[config.mk]
export PLATFORM = sky130hd
export DESIGN_NAME = fdc_chip
export DESIGN_NICKNAME = d
export VERILOG_FILES = /design/src/rtl/fdc_pkg.sv /design/src/rtl/fdc_sync_edge.sv /design/src/rtl/fdc_chip.sv
export SDC_FILE = /design/constraint.sdc
export NUM_CORES = 1
export LEC_CHECK = 0
export ABC_AREA = 1
export CAP_MARGIN = 20
export CORE_MARGIN = 3
export CORE_UTILIZATION = 56
export CTS_BUF_LIST = sky130_fd_sc_hd__clkbuf_8
export DETAILED_ROUTE_END_ITERATION = 10
export PLACE_DENSITY = 0.8
export RECOVER_POWER = 50
export SLEW_MARGIN = 5
export SYNTH_ARGS = -nofsm -noshare
export SYNTH_HDL_FRONTEND = slang
export SYNTH_SLANG_ARGS = --single-unit
[constraint.sdc]
create_clock -name clk -period 2.2 [get_ports clk]
set_input_delay 0.44 -clock clk [delete_from_list [all_inputs] [get_ports clk]]
set_output_delay 0.44 -clock clk [all_outputs]
set_load 0.02 [all_outputs]
[src/rtl/fdc_pkg.sv]
// Shared definitions for the frequency-to-digital converter:
//   - counter width and synchronizer depth defaults
//   - FSM state encoding
//   - bit positions within ui_in / uio_out
//   - gate-length decode helper
package fdc_pkg;

  localparam int unsigned CNT_W       = 16;
  localparam int unsigned SYNC_STAGES = 2;
  localparam int unsigned PER_W       = 4;  // holds gate lengths up to 8

  typedef enum logic [1:0] {
    IDLE  = 2'd0,
    ARMED = 2'd1,
    COUNT = 2'd2
  } state_t;

  // ui_in bit map
  localparam int unsigned UI_EN   = 0;
  localparam int unsigned UI_REF  = 1;
  localparam int unsigned UI_MEAS = 2;
  localparam int unsigned UI_BSEL = 3;
  localparam int unsigned UI_GATE = 4;  // two bits, [5:4]

  // uio_out bit map
  localparam int unsigned UIO_VALID = 0;
  localparam int unsigned UIO_OVF   = 1;
  localparam int unsigned UIO_WIN   = 2;
  localparam int unsigned UIO_TOG   = 3;

  // Number of reference periods in one gate window: 1, 2, 4 or 8.
  function automatic logic [PER_W-1:0] gate_periods(input logic [1:0] sel);
    return PER_W'(1) << sel;
  endfunction

endpackage

[src/rtl/fdc_sync_edge.sv]
// Synchronizer chain followed by a rising-edge detector.
// Ports:
//   i_clk   system clock
//   i_rst   asynchronous reset, active-high
//   i_async asynchronous input level
//   o_rise  one-cycle pulse, STAGES+1 clocks after the input rises
module fdc_sync_edge #(
  parameter int unsigned STAGES = 2
) (
  input  logic i_clk,
  input  logic i_rst,
  input  logic i_async,
  output logic o_rise
);

  logic [STAGES-1:0] r_sync;
  logic              r_prev;

  always_ff @(posedge i_clk or posedge i_rst) begin
    if (i_rst) begin
      r_sync <= '0;
      r_prev <= 1'b0;
    end else begin
      r_sync[0] <= i_async;
      for (int unsigned i = 1; i < STAGES; i++) begin
        r_sync[i] <= r_sync[i-1];
      end
      r_prev <= r_sync[STAGES-1];
    end
  end

  assign o_rise = r_sync[STAGES-1] & ~r_prev;

endmodule

[src/rtl/fdc_chip.sv]
// Frequency-to-digital converter on the Tiny Tapeout pin interface.
// Counts measured-signal rising edges over a gate window of 1/2/4/8
// reference periods and latches the count into a result register.
// Ports:
//   clk      system clock
//   rst_n    asynchronous reset, ACTIVE-HIGH despite the name (pin compat)
//   ena      ignored
//   ui_in    [0] enable, [1] reference, [2] measured, [3] byte select,
//            [5:4] gate length select, [7:6] unused
//   uo_out   selected result byte (combinational on ui_in[3])
//   uio_in   unused
//   uio_out  [0] valid, [1] overflow, [2] window open, [3] result toggle
//   uio_oe   constant 8'hFF
module fdc_chip
  import fdc_pkg::*;
#(
  parameter int unsigned CNT_W       = fdc_pkg::CNT_W,
  parameter int unsigned SYNC_STAGES = fdc_pkg::SYNC_STAGES
) (
  input  logic       clk,
  input  logic       rst_n,
  input  logic       ena,
  input  logic [7:0] ui_in,
  output logic [7:0] uo_out,
  input  logic [7:0] uio_in,
  output logic [7:0] uio_out,
  output logic [7:0] uio_oe
);

  logic w_rst;
  logic w_en;
  logic w_ref_rise;
  logic w_meas_rise;
  logic w_unused;

  assign w_rst    = rst_n;
  assign w_en     = ui_in[UI_EN];
  assign w_unused = ^{1'b0, ena, uio_in, ui_in[7:6]};

  fdc_sync_edge #(.STAGES(SYNC_STAGES)) u_ref_edge (
    .i_clk   (clk),
    .i_rst   (w_rst),
    .i_async (ui_in[UI_REF]),
    .o_rise  (w_ref_rise)
  );

  fdc_sync_edge #(.STAGES(SYNC_STAGES)) u_meas_edge (
    .i_clk   (clk),
    .i_rst   (w_rst),
    .i_async (ui_in[UI_MEAS]),
    .o_rise  (w_meas_rise)
  );

  state_t             r_state;
  state_t             w_state_nxt;
  logic [CNT_W-1:0]   r_cnt;
  logic               r_ovf_int;
  logic [PER_W-1:0]   r_per;
  logic [PER_W-1:0]   r_gate;
  logic [CNT_W-1:0]   r_result;
  logic               r_ovf;
  logic               r_valid;
  logic               r_toggle;

  logic               w_open;
  logic               w_close;
  logic               w_cnt_sat;
  logic [CNT_W-1:0]   w_cnt_inc;
  logic               w_ovf_inc;

  // Next-state decode; w_open/w_close mark the window boundaries.
  always_comb begin
    w_state_nxt = r_state;
    w_open      = 1'b0;
    w_close     = 1'b0;
    if (!w_en) begin
      w_state_nxt = IDLE;
    end else begin
      case (r_state)
        IDLE:  w_state_nxt = ARMED;
        ARMED: begin
          if (w_ref_rise) begin
            w_state_nxt = COUNT;
            w_open      = 1'b1;
          end
        end
        COUNT: begin
          if (w_ref_rise && ((r_per + PER_W'(1)) == r_gate)) begin
            w_close = 1'b1;
          end
        end
        default: w_state_nxt = IDLE;
      endcase
    end
  end

  always_ff @(posedge clk or posedge w_rst) begin
    if (w_rst) begin
      r_state <= IDLE;
    end else begin
      r_state <= w_state_nxt;
    end
  end

  // Saturating count including any meas_rise in the current cycle; the
  // closing window latches this value so a coincident edge lands in it.
  always_comb begin
    w_cnt_sat = &r_cnt;
    w_cnt_inc = r_cnt;
    w_ovf_inc = r_ovf_int;
    if (w_meas_rise) begin
      if (w_cnt_sat) begin
        w_ovf_inc = 1'b1;
      end else begin
        w_cnt_inc = r_cnt + CNT_W'(1);
      end
    end
  end

  always_ff @(posedge clk or posedge w_rst) begin
    if (w_rst) begin
      r_cnt     <= '0;
      r_ovf_int <= 1'b0;
      r_per     <= '0;
      r_gate    <= PER_W'(1);
      r_result  <= '0;
      r_ovf     <= 1'b0;
      r_valid   <= 1'b0;
      r_toggle  <= 1'b0;
    end else if (!w_en) begin
      r_cnt     <= '0;
      r_ovf_int <= 1'b0;
      r_per     <= '0;
      r_valid   <= 1'b0;
    end else begin
      case (r_state)
        ARMED: begin
          r_cnt     <= '0;
          r_ovf_int <= 1'b0;
          r_per     <= '0;
          if (w_open) begin
            r_gate <= gate_periods(ui_in[UI_GATE +: 2]);
          end
        end
        COUNT: begin
          if (w_close) begin
            // Back-to-back windows: the closing edge also opens the next.
            r_result  <= w_cnt_inc;
            r_ovf     <= w_ovf_inc;
            r_valid   <= 1'b1;
            r_toggle  <= ~r_toggle;
            r_cnt     <= '0;
            r_ovf_int <= 1'b0;
            r_per     <= '0;
            r_gate    <= gate_periods(ui_in[UI_GATE +: 2]);
          end else begin
            r_cnt     <= w_cnt_inc;
            r_ovf_int <= w_ovf_inc;
            if (w_ref_rise) begin
              r_per <= r_per + PER_W'(1);
            end
          end
        end
        default: begin
          r_cnt     <= '0;
          r_ovf_int <= 1'b0;
          r_per     <= '0;
        end
      endcase
    end
  end

  logic [15:0] w_res16;
  logic [7:0]  w_uio;

  assign w_res16 = 16'(r_result);
  assign uo_out  = ui_in[UI_BSEL] ? w_res16[15:8] : w_res16[7:0];

  always_comb begin
    w_uio            = '0;
    w_uio[UIO_VALID] = r_valid;
    w_uio[UIO_OVF]   = r_ovf;
    w_uio[UIO_WIN]   = (r_state == COUNT);
    w_uio[UIO_TOG]   = r_toggle;
  end

  assign uio_out = w_uio;
  assign uio_oe  = 8'hFF;

endmodule

==> results.sh <==
export IMPL_wirelength_mm=5.34
export IMPL_dpl_cell_area_um2=3070
export IMPL_area_growth_synth_to_final_pct=10.5
export IMPL_worst_hold_path_num_cells=0
export IMPL_finalCriticalPeriod_ps=2160
export IMPL_grt_pass1_wl_mm=9.60
export IMPL_design_core_area_um2=4820
export IMPL_mean_cell_area_of_the_mapped_netlist_um2=8.08
export IMPL_critPathLaunch="ui_in[3]"
export IMPL_initial_utilization_pct=59.0
export IMPL_maximum_root_to_sink_buffer_count=2
export IMPL_synthArstFlopShare_pct=100
export IMPL_tritoncts_num_buffers=5
export IMPL_hold_path_class="register to register"
export IMPL_cts_reportedPaths_clkPinSlew_ps=90
export IMPL_htreeDepth=2
export IMPL_iter_0_drt_violations=134
export IMPL_synth_most_common_cell="sky130_fd_sc_hd__nand2_1"
export IMPL_fp_dieArea_um2=5970
export IMPL_end_kind="output pin"
export IMPL_mappedNetlistArea_um2=2840
export IMPL_placement_rows=25
export IMPL_synth_largest_area_cell="sky130_fd_sc_hd__dfrtp_1"
export IMPL_num_io_pins=43
export IMPL_critPathMaxFanout=8
export IMPL_dominantRegCellSynth="sky130_fd_sc_hd__dfrtp_1"
export IMPL_cellPowerDensity_nw_per_um2=681
export IMPL_postLayoutCellArea_um2=3140
export IMPL_slew_headroom_pct=19.0
export IMPL_grt_setup_unrepaired="false"
export IMPL_cp_slowest_cell="sky130_fd_sc_hd__clkdlybuf4s50_1"
export IMPL_global_route_usage_total_pct=20.0
export IMPL_achievable_frequency_mhz=463
export IMPL_post_route_cells_drive_above_1_share_pct=11.0
export IMPL_num_nets_final=397
export IMPL_grt_overflow=0
export IMPL_min_delay_start="u_ref_edge.r_sync[0]"
export IMPL_post_cts_setup_bufs=0
export IMPL_antenna_cells=0
export IMPL_drtPass1Iterations=4
export IMPL_cp_cell_sequence="clkdlybuf4s50_1 -> buf_12 -> mux2_2 -> clkdlybuf4s15_1"
export IMPL_post_route_period_util_pct=98.1
export IMPL_via_count_of_the_first_global_routing_pass=2155
export IMPL_cp_top_family="buffers and inverters"
export IMPL_antenna_violations_before_repair=0
export IMPL_ant_nets=0
export IMPL_setup_violations_final=0
export IMPL_grt_start_max_net_pins=53
export IMPL_synth_warn=0
export IMPL_critPathKind="primary input to output pin"
export IMPL_timing_hold_violations_final=0
export IMPL_drt_vias_per_instance=5.16
export IMPL_clkLatencyLatePin_ps=310
export IMPL_post_dp_hpwl_mm=4.02
export IMPL_hold_path_endpoint="u_ref_edge.r_sync[1]"
export IMPL_synth_commonest_cells="sky130_fd_sc_hd__nand2_1 (105), sky130_fd_sc_hd__dfrtp_1 (51), sky130_fd_sc_hd__nand3_1 (34), sky130_fd_sc_hd__inv_1 (33), sky130_fd_sc_hd__nor2_1 (28)"
export IMPL_gp_routability_congestion=0.939
export IMPL_worst_ep_arrival_time_ps=1720
export IMPL_reg2reg_from="r_state[0]"
export IMPL_die_width_um=77.3
export IMPL_synth_cell_type_count=33
export IMPL_worst_slew_pin_slew_ps=1210
export IMPL_via_count=2272
export IMPL_cp_slowest_stage_delay_ps=510
export IMPL_numClockSinks=52
export IMPL_worstRegToRegCells=12
export IMPL_result_of_the_run="complete, no violations"
export IMPL_port_buffers=19
export IMPL_start_kind="primary input"
export IMPL_r2r_slack_ps=260
export IMPL_seq_area_frac_synth_pct=45.8
export IMPL_final_report_max_slew_violation_count=0
export IMPL_max_cap_viol_count=0
export IMPL_synth_edf_count=0
export IMPL_clockRootBuffer="sky130_fd_sc_hd__clkbuf_8"
export IMPL_skew_ps=8.17
export IMPL_static_leakage_power_nw=1.57
export IMPL_power_ir_vdd_worst_v=0.000551
export IMPL_gate_count_post_synth=352
export IMPL_per_cell_routed_wire_length_um=12.1
export IMPL_synth_ff_latch_count=52
export IMPL_report_power_total_mw=2.14
export IMPL_synthTopCellsByArea="sky130_fd_sc_hd__dfrtp_1 (45%), sky130_fd_sc_hd__nand2_1 (14%), sky130_fd_sc_hd__nand3_1 (6.0%)"
export IMPL_cts_hold_repair_buffers=0
export IMPL_yosysTopAreaCellShare_pct=44.9
export IMPL_final_sum_of_negative_setup_slack_ps=0
export IMPL_r2r_end="r_gate[3]"
export IMPL_number_of_drc_violations_after_detailed_routing=0
export IMPL_critical_path_buf_inv_count=3
export IMPL_chipHeight_um=77.3
export IMPL_timing_critical_path_required_ps=1760
export IMPL_tritoncts="built"
[area by class of cell]
| cell class | count | area, um^2 |
|---|---|---|
| tap | 67 | 83.8 |
| inverter | 36 | 138 |
| multi-input combinational | 252 | 1290 |
| sequential | 52 | 1300 |
| clock inverter | 3 | 21.3 |
| clock buffer | 5 | 68.8 |
| fill | 426 | 1680 |
| timing repair buffer | 25 | 239 |
[cells by family after synthesis]
family	Yosys count	share of synthesized area (%)
flip-flops	52	45.8
AO/OA/AOI/OAI	28	5.19
other	2	0.264
AND/OR/NAND/NOR	188	29.5
multiplexers	8	3.17
buffers and inverters	58	10.3
XOR/XNOR	10	3.08
adder cells (fa/ha/maj)	6	2.64
[where the power goes]
| part | total (mW) | internal (mW) | switching [mW] | leakage (nW) |
|---|---|---|---|---|
| clock network | 0.555 | 0.226 | 0.329 | 0.0445 |
| registers | 1.12 | 1.05 | 0.0679 | 0.704 |
| logic | 0.465 | 0.174 | 0.291 | 0.824 |
[state kept, by name, summed over array words and instances (netlist names), 2 cells and up]
name	flops
r_cnt	16
r_per	4
u_ref_edge.r_sync	2
r_result	16
r_gate	4
r_state	2
u_meas_edge.r_sync	2
[worst max path at each step]
stage,cells after the start,endpoint
floorplan,10,r_cnt[4]
global placement,4,uo_out[4]
detailed placement,4,uo_out[6]
CTS,4,uo_out[6]
global route,4,uo_out[1]
finish,4,uo_out[0]
[cell usage in the layout (no fill, tap or decap), drive strengths merged, types with 2 or more instances in the layout]
| cell type | n |
|---|---|
| nor2 | 30 |
| clkdlybuf4s50 | 7 |
| or2 | 3 |
| dlygate4sd3 | 3 |
| buf | 5 |
| nand4 | 6 |
| xor2 | 8 |
| nand2 | 108 |
| nand3 | 37 |
| conb | 12 |
| dfrtp | 51 |
| mux2 | 8 |
| ha | 6 |
| clkdlybuf4s15 | 7 |
| clkbuf | 7 |
| xnor2 | 2 |
| inv | 35 |
| a21oi | 6 |
| o22ai | 3 |
| o21ai | 17 |
| clkinv | 3 |
| nor3 | 2 |
[through the flow]
step,cells,utilization [%],hold WS (ps),worst slack [ps]
floorplan,362,-,331,447
global placement,432,63.7,334,-192
detailed placement,432,63.7,337,-218
CTS,440,65.4,359,3.54
global route,440,65.2,362,8.14
finish,440,65.2,358,41.7
[per-layer routing]
metal / part of all wire (%) / track usage [%] / vias to the layer above
li1: - / - / 1137
met1: 45 / 26.4 / 1073
met2: 49 / 33.2 / 54
met3: 5.1 / 4.23 / 8
met4: 1.2 / 5.69 / 0
met5: 0 / 0 / -
[repair_timing]
item,4_1_cts,5_1_grt
hold endpoints to repair,0,0
resized for setup,9,10
setup endpoints to repair,9,11
pin swaps,0,0
Power figures use the tool's default switching activity.
